File: src/rtl/trsq8_pkg.sv
// Shared definitions for the TRSQ8 interrupt controller: register offsets and FSM states.
package trsq8_pkg;

  localparam logic [1:0] IRQ_PEND = 2'd0;
  localparam logic [1:0] IRQ_MASK = 2'd1;
  localparam logic [1:0] IRQ_EDGE = 2'd2;
  localparam logic [1:0] IRQ_VEC  = 2'd3;

  typedef enum logic [1:0] {
    IRQ_IDLE   = 2'd0,
    IRQ_ASSERT = 2'd1,
    IRQ_ACTIVE = 2'd2
  } irq_state_t;

endpackage

File: src/rtl/irq_sync_edge.sv
// Two-flop synchronizer for one request line plus a history flop for rising-edge detection.
module irq_sync_edge (
  input  logic clk,
  input  logic reset,
  input  logic d,
  output logic level,
  output logic rise
);

  logic meta_reg;
  logic sync_reg;
  logic prev_reg;

  always_ff @(posedge clk or posedge reset) begin
    if (reset) begin
      meta_reg <= 1'b0;
      sync_reg <= 1'b0;
      prev_reg <= 1'b0;
    end else begin
      meta_reg <= d;
      sync_reg <= meta_reg;
      prev_reg <= sync_reg;
    end
  end

  assign level = sync_reg;
  assign rise  = sync_reg & ~prev_reg;

endmodule

File: src/rtl/irq_ctrl.sv
// Memory-mapped interrupt controller: latched/masked sources, fixed-priority select,
// and an assert/claim/EOI handshake driving the cpu interrupt line.
module irq_ctrl
  import trsq8_pkg::*;
#(
  parameter logic [7:0] BASE_ADDR = 8'hA0,
  parameter logic [7:0] LAST_ADDR = 8'hA3,
  parameter int         N_SRC     = 8
) (
  input  logic             clk,
  input  logic             reset,
  input  logic [7:0]       addr,
  input  logic [7:0]       dout,
  output logic [7:0]       din,
  input  logic             wr_en,
  input  logic             rd_en,
  input  logic [N_SRC-1:0] src,
  output logic             irq
);

  logic [N_SRC-1:0] sync_lvl;
  logic [N_SRC-1:0] sync_rise;
  logic [N_SRC-1:0] pend_reg;
  logic [N_SRC-1:0] pend_next;
  logic [N_SRC-1:0] mask_reg;
  logic [N_SRC-1:0] edge_reg;
  logic [N_SRC-1:0] eligible;
  logic [N_SRC-1:0] w1c_bits;
  logic [N_SRC-1:0] claim_bits;
  irq_state_t       state_reg;
  logic             irq_reg;
  logic [2:0]       id_reg;
  logic [2:0]       win_id;
  logic             win_valid;
  logic             in_range;
  logic [1:0]       sel;
  logic             wr_pend, wr_mask, wr_edge, wr_vec, rd_vec;
  logic             claim, eoi;
  logic [7:0]       rd_data;

  for (genvar gi = 0; gi < N_SRC; gi++) begin : g_sync
    irq_sync_edge u_sync (
      .clk   (clk),
      .reset (reset),
      .d     (src[gi]),
      .level (sync_lvl[gi]),
      .rise  (sync_rise[gi])
    );
  end

  assign in_range = (addr >= BASE_ADDR) && (addr <= LAST_ADDR);
  assign sel      = 2'(addr - BASE_ADDR);
  assign wr_pend  = wr_en && in_range && (sel == IRQ_PEND);
  assign wr_mask  = wr_en && in_range && (sel == IRQ_MASK);
  assign wr_edge  = wr_en && in_range && (sel == IRQ_EDGE);
  assign wr_vec   = wr_en && in_range && (sel == IRQ_VEC);
  assign rd_vec   = rd_en && in_range && (sel == IRQ_VEC);

  assign eligible = pend_reg & mask_reg;

  // Scan from the top so the lowest eligible index is the last one written.
  always_comb begin
    win_id = 3'd0;
    for (int i = N_SRC - 1; i >= 0; i--) begin
      if (eligible[i]) win_id = 3'(i);
    end
    win_valid = |eligible;
  end

  assign claim    = rd_vec && (state_reg == IRQ_ASSERT) && win_valid;
  assign eoi      = wr_vec && (state_reg == IRQ_ACTIVE);
  assign w1c_bits = wr_pend ? dout[N_SRC-1:0] : '0;

  // Edge bits are sticky until W1C or claim, with a fresh edge taking precedence;
  // level bits simply track the synchronized input.
  always_comb begin
    claim_bits = '0;
    pend_next  = '0;
    for (int i = 0; i < N_SRC; i++) begin
      claim_bits[i] = claim && (win_id == 3'(i));
      if (edge_reg[i])
        pend_next[i] = (pend_reg[i] & ~w1c_bits[i] & ~claim_bits[i]) | sync_rise[i];
      else
        pend_next[i] = sync_lvl[i];
    end
  end

  always_ff @(posedge clk or posedge reset) begin
    if (reset) begin
      pend_reg <= '0;
      mask_reg <= '0;
      edge_reg <= '0;
    end else begin
      pend_reg <= pend_next;
      if (wr_mask) mask_reg <= dout[N_SRC-1:0];
      if (wr_edge) edge_reg <= dout[N_SRC-1:0];
    end
  end

  always_ff @(posedge clk or posedge reset) begin
    if (reset) begin
      state_reg <= IRQ_IDLE;
      irq_reg   <= 1'b0;
      id_reg    <= 3'd0;
    end else begin
      case (state_reg)
        IRQ_IDLE: begin
          if (win_valid) begin
            state_reg <= IRQ_ASSERT;
            irq_reg   <= 1'b1;
          end
        end
        IRQ_ASSERT: begin
          if (!win_valid) begin
            state_reg <= IRQ_IDLE;
            irq_reg   <= 1'b0;
          end else if (claim) begin
            id_reg    <= win_id;
            state_reg <= IRQ_ACTIVE;
            irq_reg   <= 1'b0;
          end
        end
        IRQ_ACTIVE: begin
          if (eoi) state_reg <= IRQ_IDLE;
        end
        default: begin
          state_reg <= IRQ_IDLE;
          irq_reg   <= 1'b0;
        end
      endcase
    end
  end

  always_comb begin
    rd_data = 8'h00;
    if (rd_en && in_range) begin
      case (sel)
        IRQ_PEND: rd_data = 8'(pend_reg);
        IRQ_MASK: rd_data = 8'(mask_reg);
        IRQ_EDGE: rd_data = 8'(edge_reg);
        default: begin
          if (state_reg == IRQ_ACTIVE)
            rd_data = {1'b1, 4'b0000, id_reg};
          else if (state_reg == IRQ_ASSERT && win_valid)
            rd_data = {1'b1, 4'b0000, win_id};
        end
      endcase
    end
  end

  assign din = rd_data;
  assign irq = irq_reg;

endmodule
File: config.mk
export PLATFORM = sky130hd
export DESIGN_NAME = irq_ctrl
export DESIGN_NICKNAME = d
export VERILOG_FILES = /design/src/rtl/trsq8_pkg.sv /design/src/rtl/irq_sync_edge.sv /design/src/rtl/irq_ctrl.sv
export SDC_FILE = /design/constraint.sdc
export NUM_CORES = 1
export LEC_CHECK = 0
export BUFFER_PORTS_ARGS = -buffer_cell sky130_fd_sc_hd__buf_4
export CORE_MARGIN = 5
export CORE_UTILIZATION = 55
export DETAILED_ROUTE_END_ITERATION = 10
export PLACE_DENSITY = 0.78
export REMOVE_ABC_BUFFERS = 1
export SLEW_MARGIN = 40
export SYNTH_ARGS = -nofsm -noshare
export SYNTH_HDL_FRONTEND = slang
export SYNTH_SLANG_ARGS = --single-unit
File: constraint.sdc
create_clock -name clk -period 2.22 [get_ports clk]
set_clock_uncertainty 0.1 [all_clocks]
set_input_delay 0.333 -clock clk [delete_from_list [all_inputs] [get_ports clk]]
set_output_delay 0.333 -clock clk [all_outputs]
set_load 0.1 [all_outputs]
# ---- Word level (Yosys, flattened, before mapping)
# Index checks and enable logic that the tools add are counted.
dict set report op_classes {
  n_div 0
  reduce_logical 27
  add_sub_neg 1
  n_eq_ne 15
  muxes 30
  mul 0
  order_cmp 2
  bitwise 58
  shift 0
}
# operator count
set op_table {}
lappend op_table {{2-to-1 mux 8 bit} 4}
lappend op_table {{inverter 1 bit} 25}
lappend op_table {{bitwise AND 1 bit} 24}
lappend op_table {{2-to-1 mux 3 bit} 8}
lappend op_table {{one-hot mux 8 bit (3 select lines)} 1}
lappend op_table {{logical AND 1 bit} 20}
lappend op_table {{== test 3 bit, second input constant} 4}
lappend op_table {{2-to-1 mux 1 bit} 11}
lappend op_table {{AND reduction 3 bit} 3}
lappend op_table {{bitwise AND 8 bit} 1}
lappend op_table {{greater-or-equal comparator 8 bit, second input constant} 1}
lappend op_table {{<= comparator 8 bit, second input constant} 1}
lappend op_table {{2-to-1 mux 2 bit} 4}
lappend op_table {{bitwise OR 1 bit} 8}
lappend op_table {{OR reduction 8 bit} 1}
lappend op_table {{== test 2 bit, second input constant} 3}
lappend op_table {{== test 3 x 2 -> 1 bit, second input constant} 2}
lappend op_table {{one-hot mux 2 bit (3 select lines)} 1}
lappend op_table {{== test 2 x 1 -> 1 bit, second input constant} 2}
lappend op_table {{logical NOT 2 bit} 2}
lappend op_table {{!= test 2 bit, second input constant} 2}
lappend op_table {{== test 3 x 1 -> 1 bit, second input constant} 1}
lappend op_table {{logical NOT 3 bit} 1}
lappend op_table {{!= test 3 bit, second input constant} 1}
lappend op_table {{other kinds (2)} 2}
dict set report totals {
  latchBits 0
  wordCells 163
  output_inout_bits 9
  rom_bits 0
  inputBits 28
  register_bits 54
  mem_count 0
  ram_bits 0
}

# ---- Longest topological paths before layout
# Gate-level depths: netlist (run 1).
dict set report logic_depth {
  depth_word 15
  depth_mapped 5
  ltp_nobuf 5
}

# ---- Hierarchy
# Synthesis (run 1) repeated with hierarchy kept, for this count alone.
dict set report unflattened {
  cells_unflattened 217
  area_unflattened_um2 2476.1
}
# mod seq_area_each_um2 n_inst cells_each area_per_inst_um2
set by_module_without_submodules {}
lappend by_module_without_submodules {irq_ctrl 750.7 1 177 1735.4}
lappend by_module_without_submodules {irq_sync_edge 75.1 8 5 92.6}

# ---- Least setup slack after synthesis (run 1)
# Ideal clock, no wire load.
dict set report synth_timing {
  path_kind {input to output}
  startpoint {input port addr[2]}
  endpoint {output port din[2]}
  required_ps 1787
  stages 4
  t_arrival_ps 3480
  n_path_buf 1
  setup_slack_ps -1693
  cell_sequence {or4b_4 nand2b_1 clkbuf_1 a211oi_1}
}
dict set report synth_between {
  elab_chain_cells 4
  word_cells_on_any_way 5
  classes_between {order compare: 2; mux: 1; reduce/logical: 2}
}
# item line_no
set synth_rtl {}
lappend synth_rtl {{start: declaration} irq_ctrl.sv:12} ;# input logic [7:0] addr,
lappend synth_rtl {{greater-or-equal comparator 8 bit / <= comparator 8 bit (equally long branches)} irq_ctrl.sv:51} ;# assign in_range = (addr >= BASE_ADDR) && (addr <= LAST_ADDR);
lappend synth_rtl {{logical AND 1 bit *} irq_ctrl.sv:51}
lappend synth_rtl {{logical AND 1 bit *} irq_ctrl.sv:136} ;# if (rd_en && in_range) begin
lappend synth_rtl {{2-to-1 mux 8 bit *} irq_ctrl.sv:136}
lappend synth_rtl {{end: declaration} irq_ctrl.sv:14} ;# output logic [7:0] din,
# Mark *: on every way between the ends. The rest lies on a longest branch, timed or not.

# ---- Worst setup path after layout (run 1)
dict set report layout_timing {
  startpoint {register pend_reg[0]}
  endpoint {output port din[0]}
}
dict set report layout_between {
  elab_chain_cells 7
  word_cells_on_any_way 8
  classes_between {mux: 5; bitwise: 1; reduce/logical: 2}
}
# item line_no
set layout_rtl {}
lappend layout_rtl {{start: declaration} irq_ctrl.sv:23} ;# logic [N_SRC-1:0] pend_reg;
lappend layout_rtl {{start signal: assignment} irq_ctrl.sv:94} ;# pend_reg <= pend_next;
lappend layout_rtl {{bitwise AND 8 bit} irq_ctrl.sv:59} ;# assign eligible = pend_reg & mask_reg;
lappend layout_rtl {{OR reduction 8 bit} irq_ctrl.sv:67} ;# win_valid = |eligible;
lappend layout_rtl {{logical AND 1 bit} irq_ctrl.sv:144} ;# else if (state_reg == IRQ_ASSERT && win_valid)
lappend layout_rtl {{2-to-1 mux 8 bit} irq_ctrl.sv:144}
lappend layout_rtl {{2-to-1 mux 8 bit} irq_ctrl.sv:142} ;# if (state_reg == IRQ_ACTIVE)
lappend layout_rtl {{one-hot mux 8 bit (3 select lines) *} irq_ctrl.sv:137} ;# case (sel)
lappend layout_rtl {{2-to-1 mux 8 bit *} irq_ctrl.sv:136}
# Marked as above.

==> results.json, run 1 <==
{
  "start_kind": "register",
  "wl_per_cell_um": 16.7,
  "period_needed_ps": 2390,
  "dpl.hpwl_mm": 3.76,
  "critPathMaxFanout": 3,
  "end_kind": "primary output",
  "rsz0062_at_grt": "yes",
  "holdWs_ps": 25.0,
  "clock-sinks": 54,
  "vias": 1858,
  "coreArea_sq_um": 4060,
  "cp.depth": 6,
  "reg2reg_depth": 5,
  "cpMaxStageDelayCell": "dfrtp_1",
  "crit_chain": "a22oi_2 > nand3_1 > o21a_2 > a221oi_2 > nor3_2 > buf_6",
  "ys_warn_count": 0,
  "slew_headroom": 0.616,
  "cts_root_buf": "clkbuf_8",
  "first_iter_violations": 170,
  "totalWireLength_mm": 5.40,
  "r2r_start": "pend_reg[0]$_DFF_PP0_",
  "die_y_um": 75.1,
  "path_clk_slew_ps": 90,
  "critPathLaunch": "pend_reg[0]$_DFF_PP0_",
  "synth_top_area_cell": "dfrtp_1",
  "ys_seq_area_frac": 0.579,
  "synth-edff-count": 0,
  "tightest_slew_ps": 576,
  "min_path_type": "primary input to register",
  "setup_slack_ps": -173,
  "synth_cell_types": 34,
  "fin_tns_setup_ps": -399,
  "worst_ep_required_time_ps": 1790,
  "drcViolationCount": 0,
  "grt_pass1_vias": 1851,
  "num_rows": 23,
  "violations": "negative setup slack",
  "num_io_pins": 37,
  "critPathCapture": "din[0]",
  "antenna_left": 0,
  "overflow": 0,
  "cp.arrival_ps": 1960,
  "finalSetupViolCount": 4,
  "p_leak_nw": 1.42,
  "pwr_density_cell_nw_per_um2": 627,
  "clk_latency_ps": 310,
  "layout_commonest_cell": "dfrtp_1",
  "ff2ff_setup_slack_ps": 370,
  "placed_cell_area_sq_um": 2810,
  "period_share": 1.08,
  "initial_utilization": 0.575,
  "worstPathBufferInverterCount": 1,
  "cp_top_family": "compound AO/OA/AOI/OAI gates",
  "synth_ff_type": "dfrtp_1",
  "gp_congestion": 0.914,
  "synthToLayoutAreaGrowth_pct": 31.7,
  "stdcell_count": 324,
  "synth_top_area_share": 0.579,
  "portBuffers": 36,
  "cts_buffers": 5,
  "placed_cells_incl_taps": 309,
  "final_cell_mix": "dfrtp_1 (54), buf_4 (49), nand2_1 (34)",
  "syn_area_sq_um": 2330,
  "crit_type": "register to primary output",
  "final_nets": 302,
  "cts_tree": "done",
  "die_width_um": 75.1,
  "drv_cap": 0,
  "track_usage": 0.210,
  "htreeDepth": 2,
  "fill_cells": 261,
  "fmax_ghz": 0.418,
  "r2r_end": "id_reg[0]$_DFFE_PP0P_",
  "grt_max_degree": 29,
  "diodes": 0,
  "drive_above_1_share": 0.409,
  "layout.cell_area.non_filler_sq_um": 3070,
  "critical_path.max_stage_delay_ps": 410,
  "avgSynthCellArea_sq_um": 11.2,
  "die_area_sq_um": 5640,
  "antenna_found_initial": 0,
  "grt_pass1_wl_mm": 8.80,
  "synth_area_leaders": "dfrtp_1 (58%), mux2_2 (10%), nand2_1 (5.6%)",
  "ir_drop_mv": 0.394,
  "synth_async_sr_flop_share": 1.00,
  "viasPerCell": 5.73,
  "final-hold-violation-count": 0,
  "netlist_instances": 209,
  "slew_viol_final": 0,
  "ys_ff_latch": 54,
  "ctsLongestPathBuffers": 2,
  "status": "finished with violations",
  "detail_route.first_pass.iterations": 4
}
[through the flow]
step,setup WS (ps),total power (W),utilization
after floorplan,-1650,0.00127,-
after global placement,-112,0.00139,0.692
after detailed placement,-112,0.00140,0.692
after CTS,-101,0.00193,0.739
after global routing,-220,0.00202,0.757
final,-173,0.00193,0.757
[layer usage]
metal	part of all wire	track usage	vias to the layer above
li1	-	-	883
met1	0.45	0.282	911
met2	0.47	0.335	53
met3	0.056	0.0441	11
met4	0.021	0.0850	0
met5	0	0	-
[cell families after synthesis]
logic type	Yosys count	synth area share
flops	54	0.579
buf+inv	4	0.00644
compound gates	38	0.104
simple gates	88	0.192
mux	25	0.119
[area by class of cell]
class	count	area [sq um]	area share
inverters	1	3.75	0.00122
multi-input cells	151	1050	0.341
repair buffers	61	524	0.171
clock buffers	6	72.6	0.0236
clock inverters	1	7.51	0.00244
flip-flops and latches	54	1350	0.440
well taps	50	62.6	0.0204
[power breakdown]
part	switching (W)	internal, W
combinational	0.000190	0.000137
clock	0.000303	0.000217
sequential	0.0000402	0.00104
total	0.000534	0.00139
[worst min-delay path by stage]
stage,slack [ps],endpoint,startpoint,cells past startpoint
6_report,20,g_sync[0].u_sync.meta_reg$_DFF_PP0_,src[0],1
5_1_grt,7,g_sync[5].u_sync.meta_reg$_DFF_PP0_,src[5],1
4_1_cts,20,g_sync[0].u_sync.meta_reg$_DFF_PP0_,src[0],1
3_5_place_dp,230,g_sync[2].u_sync.level$_DFF_PP0_,g_sync[2].u_sync.meta_reg$_DFF_PP0_,0
3_3_place_gp,230,g_sync[1].u_sync.level$_DFF_PP0_,g_sync[1].u_sync.meta_reg$_DFF_PP0_,0
2_1_floorplan,230,g_sync[0].u_sync.level$_DFF_PP0_,g_sync[0].u_sync.meta_reg$_DFF_PP0_,0
[synthesized netlist by cell type, drive strengths merged, types with 2 or more instances]
library cell	count
dfrtp	54
nand2	36
mux2	21
nand3	13
nor2	10
a21oi	9
nor3	9
o21ai	9
nor2b	5
o22ai	5
mux2i	4
nand2b	4
a22oi	3
and3	3
nor3b	3
o211ai	3
a221oi	2
a22o	2
buf	2
[repair_timing]
item,4_1_cts,5_1_grt
buffers inserted,3,4
resized for setup,19,11
hold buffers,1,0
endpoints found under the setup margin,8,7
hold endpoints to repair,18,0
pin swaps,6,8
(Power assumes the default switching activity.)
==> run 2, diff against run 1 <==
Settings changed: CELL_PAD_IN_SITES_DETAIL_PLACEMENT from default to 0, CELL_PAD_IN_SITES_GLOBAL_PLACEMENT from default to 1, CORE_UTILIZATION 55 to 44, GPL_ROUTABILITY_DRIVEN from default to 1, PLACE_DENSITY 0.78 to default, PLACE_DENSITY_LB_ADDON from default to 0.1, SETUP_SLACK_MARGIN from default to 0.3.
==> results.json, run 2 (synthesized netlist as in run 1, its figures left out) <==
{
  "status": "finished with violations",
  "violations": "negative setup slack",
  "cp_top_family": "compound AO/OA/AOI/OAI gates",
  "initial_utilization": 0.454,
  "coreArea_sq_um": 5140,
  "p_int_w": 0.00146,
  "gp_congestion": 0.811,
  "seqPwrFrac": 0.529,
  "die_y_um": 82.8,
  "cts_buffers": 5,
  "critical_path.max_stage_delay_ps": 410,
  "dpl.hpwl_mm": 4.00,
  "final-hold-violation-count": 0,
  "finalSetupViolCount": 4,
  "holdWs_ps": 26.2,
  "overflow": 0,
  "p_leak_nw": 1.58,
  "diodes": 0,
  "final_cell_mix": "buf_4 (60), dfrtp_1 (54), nand2_1 (32)",
  "clkPwrFrac": 0.289,
  "regArea_sq_um": 1350,
  "cp.depth": 7,
  "ctsLongestPathBuffers": 2,
  "setup_slack_ps": -76.9,
  "start_kind": "register",
  "viasPerCell": 5.27,
  "drv_cap": 0,
  "vias": 1925,
  "switching_power_w": 0.000578,
  "worstPathBufferInverterCount": 2,
  "path_clk_slew_ps": 100,
  "grt_max_degree": 32,
  "totalWireLength_mm": 5.86,
  "final_nets": 322,
  "pwr_density_cell_nw_per_um2": 589,
  "num_io_pins": 37,
  "fmax_ghz": 0.435,
  "detail_route.first_pass.iterations": 4,
  "layout_commonest_cell": "buf_4",
  "drive_above_1_share": 0.498,
  "fin_tns_setup_ps": -231,
  "first_iter_violations": 83,
  "track_usage": 0.175,
  "cts_root_buf": "clkbuf_8",
  "hold_depth": 1,
  "drcViolationCount": 0,
  "reg2reg_depth": 6,
  "ir_drop_mv": 0.500,
  "portBuffers": 36,
  "slew_headroom": 0.647,
  "htreeDepth": 2,
  "switching_share": 0.284,
  "die_width_um": 82.8,
  "clock-sinks": 54,
  "tightest_slew_ps": 528,
  "grt_pass1_vias": 2035,
  "min_path_type": "primary input to register",
  "rsz0062_at_grt": "yes",
  "crit_chain": "buf_4 > nand2_2 > o211ai_1 > a31o_2 > a221oi_2 > nor3_2 > buf_6",
  "antenna_found_initial": 0,
  "fill_cells": 443,
  "synthToLayoutAreaGrowth_pct": 48.4,
  "die_area_sq_um": 6860,
  "period_share": 1.03,
  "wl_per_cell_um": 16.1,
  "num_rows": 26,
  "cts_tree": "done",
  "end_kind": "primary output",
  "critPathMaxFanout": 3,
  "crit_type": "register to primary output",
  "antenna_left": 0,
  "cp.arrival_ps": 1860,
  "worst_ep_required_time_ps": 1790,
  "multi_input_area_sq_um": 1190,
  "clk_latency_ps": 300,
  "grt_pass1_wl_mm": 9.96,
  "power_frac_comb": 0.182,
  "period_needed_ps": 2300,
  "cpMaxStageDelayCell": "dfrtp_1",
  "slew_viol_final": 0
}
==> run 2: cell count changes in the layout (fill, tap and decap cells not counted), moves of 3 or more <==
cell / delta
buf_12: +3
nand3_2: +3
nor2_4: +6
buf_4: +11
nand3_1: -3
mux2_4: +10
nor2_2: -5
mux2_2: -10
buf_6: +7
==> run 2: what timing repair did <==
action	in CTS	in global routing
gates resized for setup	59	21
buffers inserted	13	4
pin swaps	22	8
endpoints found under the hold margin	19	0
setup endpoints to repair	22	30
hold buffers	1	0
==> run 2: worst paths after layout <==
path	endpoint	slack, ps	start
setup / recovery	din[0]	-80	pend_reg[5]$_DFF_PP0_
hold / removal	g_sync[6].u_sync.meta_reg$_DFF_PP0_	30	src[6]
setup reg to reg	id_reg[0]$_DFFE_PP0P_	380	pend_reg[4]$_DFF_PP0_
hold reg to reg	g_sync[1].u_sync.level$_DFF_PP0_	260	g_sync[1].u_sync.meta_reg$_DFF_PP0_
max in group asynchronous	id_reg[1]$_DFFE_PP0P_	950	reset
min in group asynchronous	g_sync[1].u_sync.meta_reg$_DFF_PP0_	520	reset
==> run 2: metal layers <==
layer,track usage,up-vias,routed length [um]
met5,0,-,0
met4,0.0327,0,34
met3,0.0347,5,170
met2,0.290,28,2880
met1,0.241,967,2780
li1,-,925,-
==> run 2: layout make-up <==
type	instances	share of cell area
clock inverter	2	0.00470
tap	70	0.0253
multi-input combinational	151	0.343
inverter	1	0.00108
sequential	54	0.390
timing repair buffer	81	0.212
clock buffer	6	0.0239
==> run 2: through the flow <==
| stage | area, sq um | std cells | power, W | setup slack (ps) | utilization |
|---|---|---|---|---|---|
| global placement | 2890 | 339 | 0.00141 | -181 | 0.563 |
| finish | 3460 | 365 | 0.00204 | -76.9 | 0.673 |
| floorplan | 2320 | 206 | 0.00127 | -1650 | - |
| global route | 3460 | 365 | 0.00213 | -167 | 0.673 |
| detailed placement | 2890 | 339 | 0.00141 | -167 | 0.563 |
| CTS | 3340 | 361 | 0.00203 | -76.6 | 0.650 |
==> run 2: power groups by stage <==
| stage | Sequential, W | Combinational [W] | Clock [W] |
|---|---|---|---|
| floorplan | 0.00115 | 0.000120 | 0 |
| global placement | 0.00109 | 0.000312 | 0 |
| detailed placement | 0.00109 | 0.000314 | 0 |
| CTS | 0.00108 | 0.000351 | 0.000602 |
| global route | 0.00109 | 0.000403 | 0.000644 |
| finish | 0.00108 | 0.000372 | 0.000589 |
